<file path="config.mk">
export PLATFORM = sky130hd
export DESIGN_NAME = counter_scheduler
export DESIGN_NICKNAME = d
export VERILOG_FILES = /design/src/rtl/counter_scheduler_pkg.sv /design/src/rtl/counter_scheduler_rr_arbiter.sv /design/src/rtl/counter_scheduler.sv
export SDC_FILE = /design/constraint.sdc
export NUM_CORES = 1
export LEC_CHECK = 0
export BUFFER_PORTS_ARGS = -buffer_cell sky130_fd_sc_hd__buf_2
export CAP_MARGIN = 25
export CORE_ASPECT_RATIO = 1.4
export CORE_MARGIN = 1
export CORE_UTILIZATION = 24
export CTS_CLUSTER_DIAMETER = 100
export DETAILED_ROUTE_END_ITERATION = 8
export GPL_TIMING_DRIVEN = 0
export HOLD_SLACK_MARGIN = 0.15
export PLACE_DENSITY_LB_ADDON = 0.1
export SKIP_LAST_GASP = 1
export SYNTH_ARGS = -nofsm -noshare
export SYNTH_HDL_FRONTEND = slang
export SYNTH_SLANG_ARGS = --single-unit
</file>
<file path="constraint.sdc">
create_clock -name clk -period 2.5 [get_ports clk]
set_input_delay 0.25 -clock clk [delete_from_list [all_inputs] [get_ports clk]]
set_output_delay 0.25 -clock clk [all_outputs]
set_load 0.01 [all_outputs]
</file>
<file path="src/rtl/counter_scheduler_pkg.sv">
// Shared types and helpers for the counter scheduler and its arbiter.
package counter_scheduler_pkg;

    localparam int CW_DEFAULT = 32;

    typedef enum logic [1:0] {
        ST_IDLE  = 2'd0,
        ST_COUNT = 2'd1,
        ST_DONE  = 2'd2
    } state_t;

    // One-hot (up to 8 bits) to binary index; all-zero maps to 0.
    function automatic logic [2:0] oh_to_idx(input logic [7:0] oh);
        logic [2:0] idx;
        idx = '0;
        for (int i = 0; i < 8; i++) begin
            if (oh[i]) idx = 3'(i);
        end
        return idx;
    endfunction

endpackage

</file>
<file path="src/rtl/counter_scheduler_rr_arbiter.sv">
// Combinational round-robin pick: first set request at or after ptr, wrapping.
module counter_scheduler_rr_arbiter #(
    parameter int N_REQ = 4,
    parameter int PW    = 2
) (
    input  logic [N_REQ-1:0] req,
    input  logic [PW-1:0]    ptr,
    output logic [N_REQ-1:0] pick,
    output logic             valid
);

    logic [N_REQ-1:0]   rot;
    logic [N_REQ-1:0]   first;
    logic [2*N_REQ-1:0] pick_dbl;

    // Rotate requests so ptr lands at bit 0, take the lowest set bit, rotate back.
    always_comb begin
        rot   = N_REQ'({req, req} >> ptr);
        first = '0;
        valid = 1'b0;
        for (int j = 0; j < N_REQ; j++) begin
            if (!valid && rot[j]) begin
                first[j] = 1'b1;
                valid    = 1'b1;
            end
        end
        pick_dbl = {{N_REQ{1'b0}}, first} << ptr;
        pick     = pick_dbl[N_REQ-1:0] | pick_dbl[2*N_REQ-1:N_REQ];
    end

endmodule

</file>
<file path="src/rtl/counter_scheduler.sv">
// Time-shares one external interval counter among N_REQ requesters.
//
// state  | meaning
// IDLE   | counter held at 0, arbitrate pending requests
// COUNT  | counter running for the owner, compare against latched duration
// DONE   | one-cycle done pulse to the owner, counter cleared
module counter_scheduler
    import counter_scheduler_pkg::*;
#(
    parameter int N_REQ = 4,
    parameter int CW    = CW_DEFAULT
) (
    input  logic               clk,
    input  logic               reset,
    input  logic [N_REQ-1:0]   req,
    input  logic [N_REQ*CW-1:0] dur,
    output logic [N_REQ-1:0]   grant,
    output logic [N_REQ-1:0]   done,
    output logic               busy,
    output logic               cnt_mode,
    input  logic [CW-1:0]      cnt_value
);

    localparam int PW = $clog2(N_REQ);

    state_t           state_q, state_d;
    logic [N_REQ-1:0] grant_d;
    logic [PW-1:0]    owner_q, owner_d;
    logic [PW-1:0]    ptr_q, ptr_d;
    logic [PW-1:0]    owner_next;
    logic [CW-1:0]    dur_q, dur_d;
    logic [CW-1:0]    dur_pick;
    logic [N_REQ-1:0] pick;
    logic             pick_valid;
    logic             owner_req;

    counter_scheduler_rr_arbiter #(
        .N_REQ (N_REQ),
        .PW    (PW)
    ) u_arb (
        .req   (req),
        .ptr   (ptr_q),
        .pick  (pick),
        .valid (pick_valid)
    );

    // Select the duration of the requester the arbiter picked.
    always_comb begin
        dur_pick = '0;
        for (int i = 0; i < N_REQ; i++) begin
            if (pick[i]) dur_pick = dur[i*CW +: CW];
        end
    end

    assign owner_req  = |(req & grant);
    assign owner_next = (owner_q == PW'(N_REQ - 1)) ? '0 : owner_q + PW'(1);

    // Outputs are decoded from registered state only, never from req.
    assign busy     = (state_q == ST_COUNT) || (state_q == ST_DONE);
    assign cnt_mode = (state_q == ST_COUNT);
    assign done     = (state_q == ST_DONE) ? grant : '0;

    // Next-state logic; an owner dropping req aborts without a done pulse.
    always_comb begin
        state_d = state_q;
        grant_d = grant;
        owner_d = owner_q;
        ptr_d   = ptr_q;
        dur_d   = dur_q;
        case (state_q)
            ST_IDLE: begin
                if (pick_valid) begin
                    state_d = ST_COUNT;
                    grant_d = pick;
                    owner_d = PW'(oh_to_idx(8'(pick)));
                    dur_d   = dur_pick;
                end
            end
            ST_COUNT: begin
                if (!owner_req) begin
                    state_d = ST_IDLE;
                    grant_d = '0;
                    ptr_d   = owner_next;
                end else if (cnt_value >= dur_q) begin
                    state_d = ST_DONE;
                end
            end
            ST_DONE: begin
                state_d = ST_IDLE;
                grant_d = '0;
                ptr_d   = owner_next;
            end
            default: begin
                state_d = ST_IDLE;
                grant_d = '0;
            end
        endcase
    end

    // State, grant, owner, pointer and latched duration registers.
    always_ff @(posedge clk or posedge reset) begin
        if (reset) begin
            state_q <= ST_IDLE;
            grant   <= '0;
            owner_q <= '0;
            ptr_q   <= '0;
            dur_q   <= '0;
        end else begin
            state_q <= state_d;
            grant   <= grant_d;
            owner_q <= owner_d;
            ptr_q   <= ptr_d;
            dur_q   <= dur_d;
        end
    end

endmodule

</file>
==> Yosys cells after proc, flatten, opt, wreduce, memory -nomap -nowiden <==
Cells that the tools add are included.
{ "classes": {"muxes": 25, "reduce_logical": 14, "shifts": 2, "n_bitwise": 2, "n_eq_ne": 6, "n_addsub": 1, "magnitude_cmp": 1} }
{ "op_table": {"columns": ["operator", "count"], "rows": [
  ["32-bit 2-to-1 mux", 4],
  ["32-bit >= comparator", 1],
  ["2-bit 2-to-1 mux", 7],
  ["4-bit 2-to-1 mux", 3],
  ["1-bit 2-to-1 mux", 8],
  ["2-bit one-hot mux with 2 select lines", 2],
  ["4-bit one-hot mux with 2 select lines", 1],
  ["2-bit AND reduction", 4],
  ["4-bit by 2-bit << shifter with 8-bit output", 1],
  ["8-bit by 2-bit >> shifter with 4-bit output", 1],
  ["4-bit bitwise AND", 1],
  ["2-bit equality test (second input constant)", 2],
  ["2-bit inequality test (second input constant)", 2],
  ["4-bit OR", 1],
  ["4-bit OR reduction", 1],
  ["1-bit logical AND", 3],
  ["1-bit zero test", 3],
  ["3-bit by 2-bit inequality test with 1-bit output (second input constant)", 1],
  ["2-bit by 1-bit adder with 2-bit output (second input constant)", 1],
  ["2-bit by 1-bit equality test with 1-bit output (second input constant)", 1],
  ["2-bit zero test", 1],
  ["2-bit nonzero test", 1],
  ["1-bit logical OR", 1]
]} }
{ "totals": {"out_inout_bits": 10, "elab_cells": 56, "in_bits": 166, "register_bits": 42} }

==> Longest topological paths before layout <==
Gate-level depths: netlist (run 1).
{ "logic_depth": {"ltp_word": 17, "mapped_depth": 9, "mapped_depth_nobuf": 8} }

==> Hierarchy <==
From an unflattened synthesis (run 1), not the netlist that was laid out.
{ "unflattened": {"cells_unflattened": 406, "hier_area_um2": 3285.7} }
{ "modules_own_cells": {"columns": ["module", "area_each_um2", "seq_area_each_um2", "cells_each", "instances"], "rows": [
  ["counter_scheduler", 3166.8, 1051.0, 386, 1],
  ["counter_scheduler_rr_arbiter", 118.9, 0.0, 20, 1]
]} }

==> Worst setup path after synthesis (run 1) <==
OpenSTA, ideal clock, no wires.
{ "synth_path": {"kind": "register to register", "startpoint": "register dur_q[10]", "endpoint": "register state_q[0]", "path_stages_with_launch": 9, "slack_ns": 0.685, "t_arrival_ns": 1.694, "path_buffers": 0, "required_ns": 2.379, "synth_period_minus_slack_ns": 1.815, "cell_sequence": "dfrtp_1 inv_1 ha_1 a21oi_1 nand2_1 a2111oi_0 o22ai_1 o211a_1 o22a_1"} }
{ "synth_via": {"elab_chain_len": 3} }
{ "synth_lines": {"columns": ["element", "line", "text"], "rows": [
  ["start: declaration", "counter_scheduler.sv:31", "logic [CW-1:0] dur_q, dur_d;"],
  ["start signal: assignment", "counter_scheduler.sv:113", "dur_q <= dur_d;"],
  ["32-bit >= comparator", "counter_scheduler.sv:84", "end else if (cnt_value >= dur_q) begin"],
  ["3-bit by 2-bit inequality test with 1-bit output (no source line)", null, null],
  ["2-bit AND reduction (no source line)", null, null],
  ["end signal: assignment", "counter_scheduler.sv:109", "state_q <= state_d;"],
  ["end: declaration", "counter_scheduler.sv:26", "state_t state_q, state_d;"]
]} }
Every way passes these cells.
A chain may end at the register's enable or synchronous reset.

==> Final worst setup path (run 1) <==
{ "layout_path": {"startpoint": "register state_q[1]", "endpoint": "register state_q[1]"} }
{ "layout_via": {"elab_chain_len": 3, "elab_cells_between_ends": 6} }
{ "layout_lines": {"columns": ["element", "line", "text"], "rows": [
  ["2-bit by 1-bit equality test with 1-bit output / 2-bit zero test (equally long branches)", "counter_scheduler.sv:70", "case (state_q)"],
  ["3-bit by 2-bit inequality test with 1-bit output (no source line) / 2-bit inequality test (equally long branches)", null, null],
  ["2-bit AND reduction (no source line)", null, null]
]} }
Parallel ways exist; a longest one is shown, timed or not.

==> out/results.txt, run 1 <==
largest net degree at the start of global routing - 27
all-layer global routing usage - 0.1561
Final period util - 0.8645
Multi-input gate area - 0.002083 mm²
total power per unit cell area - 956.6 mW/mm²
Crit Path Max Fanout - 8
setup_tns - 0 ns
Pre-antenna DRT Iters - 4
vias in the first global route - 3456
Tightest Pin Transition - 0.6737 ns
Net Sw Power - 0.001928 W
Die Span Y - 143.5 µm
core box area - 0.01391 mm²
Rel. slew slack - 0.5509
TritonCTS clock tree - yes
synthesized area per cell - 9.348 µm²
routed via count - 3459
Worst setup SP type - register
Leakage - 2.379 nW
top cells by area, synth - dfrtp_1, a221oi_2, ha_1
FP Rows - 51
count leader, synth - nand2_1
max incr delay on CP - 0.42 ns
Seq cells post-synth - 42
post-route ant nets - 0
global route overflow - 0
outcome - finished, final reports clean
clock latency on the worst-skew pair - 0.28 ns
Syn. warnings - 0
most frequent cells after synthesis - nand2_1, dfrtp_1, a22o_1, ha_1, inv_1
Primary FF master, synth - dfrtp_1
sequential share of power - 0.261
share of cells above drive strength 1 - 0.4312
Bufs and invs on worst path - 1
R2R setup slack - 0.34 ns
CP max stage cell - a21boi_2
fillers - 1537
FF/Latch Area - 0.001051 mm²
Finish-stage setup viols - 0
I/O pin total - 176
final hold vios - 0
arrival time worst endpoint - 2.32 ns
Final Max Tran Viols - 0
worst-path cell chain - inv_1 -> ha_1 -> a21boi_2 -> o211a_1 -> o211ai_1 -> o21ai_0 -> a21oi_1
Routed WL - 11290 µm
initial antenna violation count - 3
Post-CTS Setup Inserts - 0
CTS Buf Count - 5
ys async rst share - 1.000
min-delay worst type - input port to register
first-pass GRT wire length - 17330 µm
HP Start - dur[10]
Hold EP - dur_q[10]$_DFFE_PP0P_
top cell type's share of synthesized area - 0.3063
Achievable Freq - 462.7 MHz
Pint - 0.002605 W
die width - 103.0 µm
worst reg2reg path depth - 7
worst r2r dst - state_q[1]$_DFFE_PP0P_
Critical Path End Type - register
hpwl dp - 9374 µm
min cycle time layout - 2.161 ns
CP delay by family, top - compound AO/OA/AOI/OAI gates
clock share of power - 0.164
initial DRC count - 81
clk slew on worst S/H paths - 0.06 ns
Syn Inst Count - 367
Req. time, crit path - 2.66 ns
Mapped Area - 0.003431 mm²
drt wl/cell - 15.27 µm
synthesized net count - 569
post-synth top area cell - dfrtp_1
area grow syn2layout - 38.11%
reg2reg start - state_q[1]$_DFFE_PP0P_
Nets - 753
Sw Share - 0.4253
RSZ-0062 raised after global routing - no
Die Area - 0.01478 mm²
DRC violations left - 0
Max IR drop VDD - 347.3 µV
Clock Skew - 0.003982 ns
# Max-Cap Violations - 0
sequential element share of the synthesized area - 0.3063
Hold Crit Depth - 3
dpl cell area - 0.004558 mm²
Yosys cell types - 38
Post-synth EDFFs - 0
Vias/cell - 4.681
gpl congestion - 0.7307
H-tree depth - 2
initial core utilization - 0.2466
clock root cell - clkbuf_16
port buffer count - 175
Design Area, Final - 0.004738 mm²
clock tree buffer depth - 2
Comb pwr share - 0.575
CTS sink count - 42
critical path type - register to register
worst max path at each step:
stage	from	endpoint	slack (ns)	cells after the start
CTS	state_q[1]$_DFFE_PP0P_	state_q[1]$_DFFE_PP0P_	0.28	7
global placement	state_q[1]$_DFFE_PP0P_	state_q[0]$_DFFE_PP0P_	0.32	7
floorplan	dur_q[10]$_DFFE_PP0P_	state_q[0]$_DFFE_PP0P_	0.69	8
finish	state_q[1]$_DFFE_PP0P_	state_q[1]$_DFFE_PP0P_	0.34	7
global route	dur_q[14]$_DFFE_PP0P_	state_q[1]$_DFFE_PP0P_	0.14	8
detailed placement	state_q[1]$_DFFE_PP0P_	state_q[0]$_DFFE_PP0P_	0.31	7
stage by stage:
step	worst slack (ns)	hold slack [ns]	power (W)	util	cells
final	0.3387	0.2346	0.004533	0.3406	739
after global routing	0.1397	0.2357	0.005018	0.3406	739
after CTS	0.2822	0.2258	0.004630	0.3403	737
after detailed placement	0.3135	0.2594	0.003865	0.3277	728
after global placement	0.3186	0.4678	0.003808	0.3262	727
after floorplan	0.6852	0.4193	0.003047	-	367
kinds of logic after synthesis:
kind of cell | share of synthesized area
AOI/OAI and AO/OA | 0.3716
buffers and inverters | 0.08643
muxes | 0.006200
adders and majority gates | 0.1313
DFF | 0.3063
and+or+nand+nor | 0.09811
flip-flops by register name (all words and copies together) (netlist names):
signal	flops
grant	4
dur_q	32
state_q	2
ptr_q	2
owner_q	2
power groups by stage:
stage | registers, W | logic [W] | clock network [W]
2_1_floorplan | 0.00116 | 0.00189 | 0
3_3_place_gp | 0.00119 | 0.00262 | 0
3_5_place_dp | 0.00120 | 0.00267 | 0
4_1_cts | 0.00119 | 0.00268 | 0.000764
5_1_grt | 0.00123 | 0.00298 | 0.000800
6_report | 0.00118 | 0.00261 | 0.000742
layer usage:
metal / track usage / up-vias / wire (µm)
met1: 0.1760 / 1593 / 4576
li1: - / 1746 / -
met4: 0.05263 / 2 / 269
met2: 0.2902 / 104 / 5853
met5: 0 / - / 13
met3: 0.02675 / 14 / 574
cell type report:
type,count,share of cell area
multi-input combinational,265,0.4397
sequential,42,0.2218
timing repair buffer,177,0.1912
tap,185,0.04885
buffer,24,0.03406
inverter,36,0.02852
clock buffer,5,0.02641
clock inverter,3,0.008450
antenna,2,0.001056
worst register-to-register path, stage by stage (launching register included):
cell,delay [ns]
dfrtp_1,0.40
inv_1,0.11
ha_1,0.20
a21boi_2,0.43
o211a_1,0.27
o211ai_1,0.20
o21ai_0,0.31
a21oi_1,0.11
cells in the final DEF (no fill, tap or decap), types with 2 or more instances in the layout:
master	count
clkinv_2	2
clkbuf_16	5
a22oi_1	2
nand3_1	2
buf_6	5
nand4_1	5
o21ai_1	30
nand2_1	47
inv_1	35
nor2b_1	2
a221oi_2	30
a21oi_1	18
buf_2	183
nor3_1	2
nor2_1	7
ha_1	36
a221oi_1	2
buf_4	6
dfrtp_1	42
and2_1	6
o21a_1	2
a211oi_1	2
o21ai_0	14
a22o_1	40
clkbuf_1	4
o211a_1	3
o22ai_1	3
diode_2	2
what timing repair did:
item	in CTS	in global routing
endpoints found under the hold margin	16	0
endpoints found under the setup margin	0	0
hold buffers	1	0
resized for setup	0	0
Power figures use the tool's default switching activity.
==> run 2: changes to the inputs <==
CAP_MARGIN = unset   (was 25)
CELL_PAD_IN_SITES_DETAIL_PLACEMENT = 0   (was unset)
CELL_PAD_IN_SITES_GLOBAL_PLACEMENT = 1   (was unset)
==> run 2 against run 1 <==
Sequential power hardly changed. Register-to-register slack worse by 0.05 ns. Final area is 0.32% lower. Power is 1.9% lower. Setup slack worse by 0.054 ns. Die area stayed put. Critical endpoint is now state_q[0]$_DFFE_PP0P_. Global-route usage is 0.090 points higher. Final cell count is 0.27% lower. Core utilization is 0.11 points lower.
==> out/results.txt, run 2 (synthesized netlist as in run 1, its figures left out) <==
outcome - finished, final reports clean
Achievable Freq - 451.4 MHz
H-tree depth - 2
clock tree buffer depth - 2
min cycle time layout - 2.215 ns
Max IR drop VDD - 286.5 µV
final hold vios - 0
most frequent cells in the layout - buf_2, nand2_1, dfrtp_1
R2R setup slack - 0.28 ns
Leakage - 2.373 nW
global route overflow - 0
I/O pin total - 176
share of cells above drive strength 1 - 0.4293
gpl congestion - 0.7649
Routed WL - 11460 µm
drt wl/cell - 15.55 µm
worst reg2reg path depth - 8
worst-path cell chain - inv_1 -> ha_1 -> a21oi_1 -> nand2_1 -> a2111oi_0 -> o22ai_1 -> o211a_1 -> o22a_1
Top reg by flops - dur_q
most common cell after layout, fill and taps aside - buf_2
Hold Crit Depth - 3
CP max stage cell - a2111oi_0
port buffer count - 175
clock latency on the worst-skew pair - 0.29 ns
Die Span Y - 143.5 µm
number of flip-flops in the largest register - 32
Vias/cell - 4.647
TritonCTS clock tree - yes
CTS Buf Count - 5
Rel. slew slack - 0.5764
RSZ-0062 raised after global routing - no
Clock Skew - 0.01021 ns
critical path type - register to register
# placed instances - 728
largest net degree at the start of global routing - 23
initial core utilization - 0.2466
Worst setup SP type - register
area grow syn2layout - 37.67%
all-layer global routing usage - 0.1570
Finish-stage setup viols - 0
Post-CTS Setup Inserts - 0
Top Registers - dur_q (32), grant (4)
max incr delay on CP - 0.54 ns
Crit Path Max Fanout - 3
Post-Layout Cell Count - 737
routed via count - 3425
Die Area - 0.01478 mm²
Hold EP - dur_q[30]$_DFFE_PP0P_
Critical Path End Type - register
CTS sink count - 42
worst r2r dst - state_q[0]$_DFFE_PP0P_
FP Rows - 51
setup_tns - 0 ns
Pre-antenna DRT Iters - 4
initial antenna violation count - 0
Nets - 753
Final Max Tran Viols - 0
initial DRC count - 64
fillers - 1559
min-delay worst type - input port to register
Tightest Pin Transition - 0.6354 ns
vias in the first global route - 3460
post-CTS sizing - 0
core box area - 0.01391 mm²
arrival time worst endpoint - 2.39 ns
clock root cell - clkbuf_16
# Max-Cap Violations - 0
hpwl dp - 9587 µm
Final period util - 0.8861
Req. time, crit path - 2.68 ns
die width - 103.0 µm
Antenna diodes - 0
HP Start - dur[30]
DRC violations left - 0
clk slew on worst S/H paths - 0.06 ns
post-route ant nets - 0
total power per unit cell area - 941.2 mW/mm²
first-pass GRT wire length - 17320 µm
reg2reg start - dur_q[10]$_DFFE_PP0P_
-- run 2: how the worst max path moves through the flow --
stage                                startpoint                endpoint  slack [ns]
after floorplan           dur_q[10]$_DFFE_PP0P_  state_q[0]$_DFFE_PP0P_        0.69
after global placement    dur_q[10]$_DFFE_PP0P_  state_q[0]$_DFFE_PP0P_        0.18
after detailed placement  dur_q[10]$_DFFE_PP0P_  state_q[0]$_DFFE_PP0P_        0.17
after CTS                 dur_q[10]$_DFFE_PP0P_  state_q[0]$_DFFE_PP0P_        0.16
after global routing      dur_q[10]$_DFFE_PP0P_  state_q[0]$_DFFE_PP0P_        0.01
final                     dur_q[10]$_DFFE_PP0P_  state_q[0]$_DFFE_PP0P_        0.28
-- run 2: critical path: cells and delay by family, from the launching register on --
family          cells  cell delay, ns
simple gates        1            0.07
fa+ha+maj           1            0.30
compound gates      5            1.33
buf+inv             1            0.05
flops               1            0.35
-- run 2: power breakdown --
part	leakage, nW	internal (W)	total [W]	switching, W
sequential	0.532	0.000998	0.00118	0.000187
clock	0.0739	0.000396	0.000662	0.000266
combinational	1.77	0.00114	0.00260	0.00146
total	2.37	0.00253	0.00445	0.00191
-- run 2: through the flow --
stage                     setup WS [ns]    util  instance area (µm²)  power [W]  hold WS (ns)
after detailed placement         0.1661  0.3282                 4566   0.003877        0.3257
after global routing            0.01052  0.3395                 4723   0.004920        0.2378
after floorplan                  0.6852       -                 3431   0.003047        0.4193
final                            0.2847  0.3395                 4723   0.004446        0.2306
after global placement           0.1825  0.3262                 4538   0.003826        0.4671
after CTS                        0.1633  0.3395                 4723   0.004564        0.2257
-- run 2: what timing repair did --
| action | in CTS | in global routing |
|---|---|---|
| endpoints found under the setup margin | 0 | 0 |
| endpoints found under the hold margin | 21 | 0 |
| hold buffers | 1 | 0 |
-- run 2: layout make-up --
| type | count | area, µm² | share of cell area |
|---|---|---|---|
| multi-input combinational | 265 | 2083 | 0.4411 |
| sequential | 42 | 1051 | 0.2225 |
| timing repair buffer | 177 | 913.4 | 0.1934 |
| tap | 185 | 231.5 | 0.04901 |
| buffer | 24 | 161.4 | 0.03417 |
| clock buffer | 7 | 142.6 | 0.03020 |
| inverter | 36 | 135.1 | 0.02861 |
| clock inverter | 1 | 5.005 | 0.001060 |
-- run 2: layer usage --
metal / GRT usage / wire [µm] / up-vias
met5: 0 / 0 / -
met2: 0.2996 / 6150 / 103
met4: 0.04225 / 138 / 0
met3: 0.01362 / 434 / 7
li1: - / - / 1750
met1: 0.1829 / 4737 / 1565
==> run 3: changes to the inputs <==
CORE_MARGIN = unset   (was 1)
SETUP_SLACK_MARGIN = 0.1   (was unset)
SYNTH_HIERARCHICAL = 1   (was unset)
==> run 3 against run 2 <==
Global-route usage up 1.9 points. Via count up 7.5%. Non-clock buffer count is 4 higher.
==> out/results.txt, run 3 <==
overall power - 0.004325 W
Finish-stage setup viols - 0
# Max-Cap Violations - 0
CTS Buf Count - 5
gpl congestion - 0.7394
drt wl/cell - 15.75 µm
hpwl dp - 9835 µm
post-route ant nets - 0
most frequent cells in the layout - buf_2, a22oi_1, o21ai_0
Syn. warnings - 6
largest family of logic cells by synthesized area - compound AO/OA/AOI/OAI gates
initial core utilization - 0.2454
R2R setup slack - 0.29 ns
Top Registers - dur_q (32), grant (4)
Worst setup SP type - register
Comb pwr share - 0.551
Tightest Pin Transition - 0.5408 ns
top cells by area, synth - dfrtp_1, a22oi_1, ha_1
TritonCTS clock tree - yes
simple-gate share of the synthesized area - 0.1226
worst reg2reg path depth - 10
share of cells above drive strength 1 - 0.3514
Primary FF master, synth - dfrtp_1
DRC violations left - 0
Final Max Tran Viols - 0
Achievable Freq - 451.7 MHz
Req. time, crit path - 2.72 ns
first-pass GRT wire length - 18920 µm
total power per unit cell area - 921.0 mW/mm²
final hold vios - 0
Pre-antenna DRT Iters - 5
FP Rows - 50
initial DRC count - 119
synthesized area per cell - 8.093 µm²
sequential element share of the synthesized area - 0.3199
Crit Path Max Fanout - 10
worst-path cell chain - buf_2 -> nor2b_1 -> o31a_4 -> nor4b_4 -> buf_4 -> buf_4 -> a22oi_1 -> o21ai_1 -> nand2_1 -> o21ai_1
compound-gate portion of the synthesized area - 0.3382
clock latency on the worst-skew pair - 0.29 ns
setup_tns - 0 ns
post-layout util - 0.3507
max incr delay on CP - 0.43 ns
port buffer count - 175
synthesized net count - 608
min-delay worst type - input port to register
Yosys cell types - 42
outcome - finished, final reports clean
Nets - 793
HP Start - dur[0]
number of flip-flops in the largest register - 32
initial antenna violation count - 1
clock share of power - 0.200
top cell type's share of synthesized area - 0.3199
largest net degree at the start of global routing - 35
I/O pin total - 176
Clock Skew - 0.007791 ns
CP max stage cell - o31a_4
Post-synth EDFFs - 0
post-synth top area cell - dfrtp_1
ys async rst share - 1.000
Critical Path End Type - register
critical path type - register to register
Antenna diodes - 0
Rel. slew slack - 0.6395
clock tree buffer depth - 2
routed via count - 3683
Sw Share - 0.4258
Post-Synth XOR/XNOR Area - 0
Hold Crit Depth - 3
CTS sink count - 42
arrival time worst endpoint - 2.43 ns
count leader, synth - a22oi_1
H-tree depth - 2
Vias/cell - 4.758
global route overflow - 0
Final period util - 0.8854
Max IR drop VDD - 312.0 µV
Pint - 0.002483 W
Leakage - 2.270 nW
Top reg by flops - dur_q
Seq cells post-synth - 42
area grow syn2layout - 42.92%
min cycle time layout - 2.214 ns
Net Sw Power - 0.001841 W
Hold EP - dur_q[0]$_DFFE_PP0P_
clock root cell - clkbuf_16
RSZ-0062 raised after global routing - no
Die Span Y - 140.4 µm
Post-Layout Cell Count - 774
vias in the first global route - 3776
Mapped Area - 0.003286 mm²
Routed WL - 12190 µm
adder-cell area share of the yosys netlist - 0.1371
Syn Inst Count - 406
Die Area - 0.01417 mm²
mux cell area share after synthesis - 0.006474
clk slew on worst S/H paths - 0.07 ns
# placed instances - 764
reg2reg start - ptr_q[1]$_DFFE_PP0P_
core box area - 0.01339 mm²
sequential share of power - 0.249
most common cell after layout, fill and taps aside - buf_2
die width - 100.9 µm
all-layer global routing usage - 0.1756
worst r2r dst - dur_q[21]$_DFFE_PP0P_
most frequent cells after synthesis - a22oi_1, o21ai_0, nand2_1, dfrtp_1, inv_1
-- run 3: stage by stage --
stage | area (µm²) | hold slack [ns] | setup slack, ns
final | 4696 | 0.2827 | 0.2864
after global routing | 4696 | 0.3016 | 0.1088
after CTS | 4661 | 0.2712 | 0.1152
after detailed placement | 4409 | 0.1902 | -0.5220
after global placement | 4389 | 0.4796 | -0.4628
after floorplan | 3286 | 0.4600 | 0.3069
-- run 3: area by class of cell --
cell class	count	area (µm²)
repair buffers	179	920.9
clock buffers	5	125.1
clock inverters	3	68.82
flip-flops and latches	42	1051
well taps	182	227.7
fillers	1488	8692
plain buffers	26	152.6
multi-input cells	298	2003
inverters	39	146.4
-- run 3: kinds of logic (layout without fill, tap and decap cells) --
kind of cell / Yosys count / after routing
compound gates: 175 / 175
simple gates: 85 / 85
buf+inv: 66 / 252
flops: 42 / 42
fa+ha+maj: 36 / 36
mux: 2 / 2
-- run 3: repair_timing --
action	CTS	global route
hold endpoints to repair	8	0
setup endpoints to repair	33	34
setup buffers	1	1
gates resized for setup	20	24
gates cloned	0	0
pin swaps	1	2
hold buffers	1	0
-- run 3: layer usage --
metal | vias up | routed length (µm) | global-route usage
met5 | - | 13 | 0
met4 | 2 | 112 | 0.03966
met3 | 11 | 661 | 0.03693
met2 | 116 | 6473 | 0.3219
met1 | 1707 | 4926 | 0.2060
li1 | 1847 | - | -
-- run 3: worst max path at each step --
stage                            end            startpoint  cells past startpoint
6_report       dur_q[21]$_DFFE_PP0P_  ptr_q[1]$_DFFE_PP0P_                     10
4_1_cts        dur_q[13]$_DFFE_PP0P_  ptr_q[1]$_DFFE_PP0P_                      9
3_3_place_gp   dur_q[30]$_DFFE_PP0P_  ptr_q[1]$_DFFE_PP0P_                     10
3_5_place_dp   dur_q[30]$_DFFE_PP0P_  ptr_q[1]$_DFFE_PP0P_                     10
5_1_grt        dur_q[30]$_DFFE_PP0P_  ptr_q[1]$_DFFE_PP0P_                     10
2_1_floorplan  dur_q[15]$_DFFE_PP0P_  ptr_q[1]$_DFFE_PP0P_                     10
-- run 3: power by group through the flow --
stage	clock network [W]	registers, W	logic [W]
floorplan	0	0.00107	0.00155
global placement	0	0.00109	0.00231
detailed placement	0	0.00109	0.00235
CTS	0.000889	0.00108	0.00240
global route	0.000908	0.00112	0.00274
finish	0.000864	0.00108	0.00238
-- run 3: worst max-delay path: cells and delay by family (launching register included) --
kind	cells	cell delay, ns
AOI/OAI and AO/OA	4	0.71
buffers and inverters	3	0.55
DFF	1	0.38
and+or+nand+nor	3	0.50
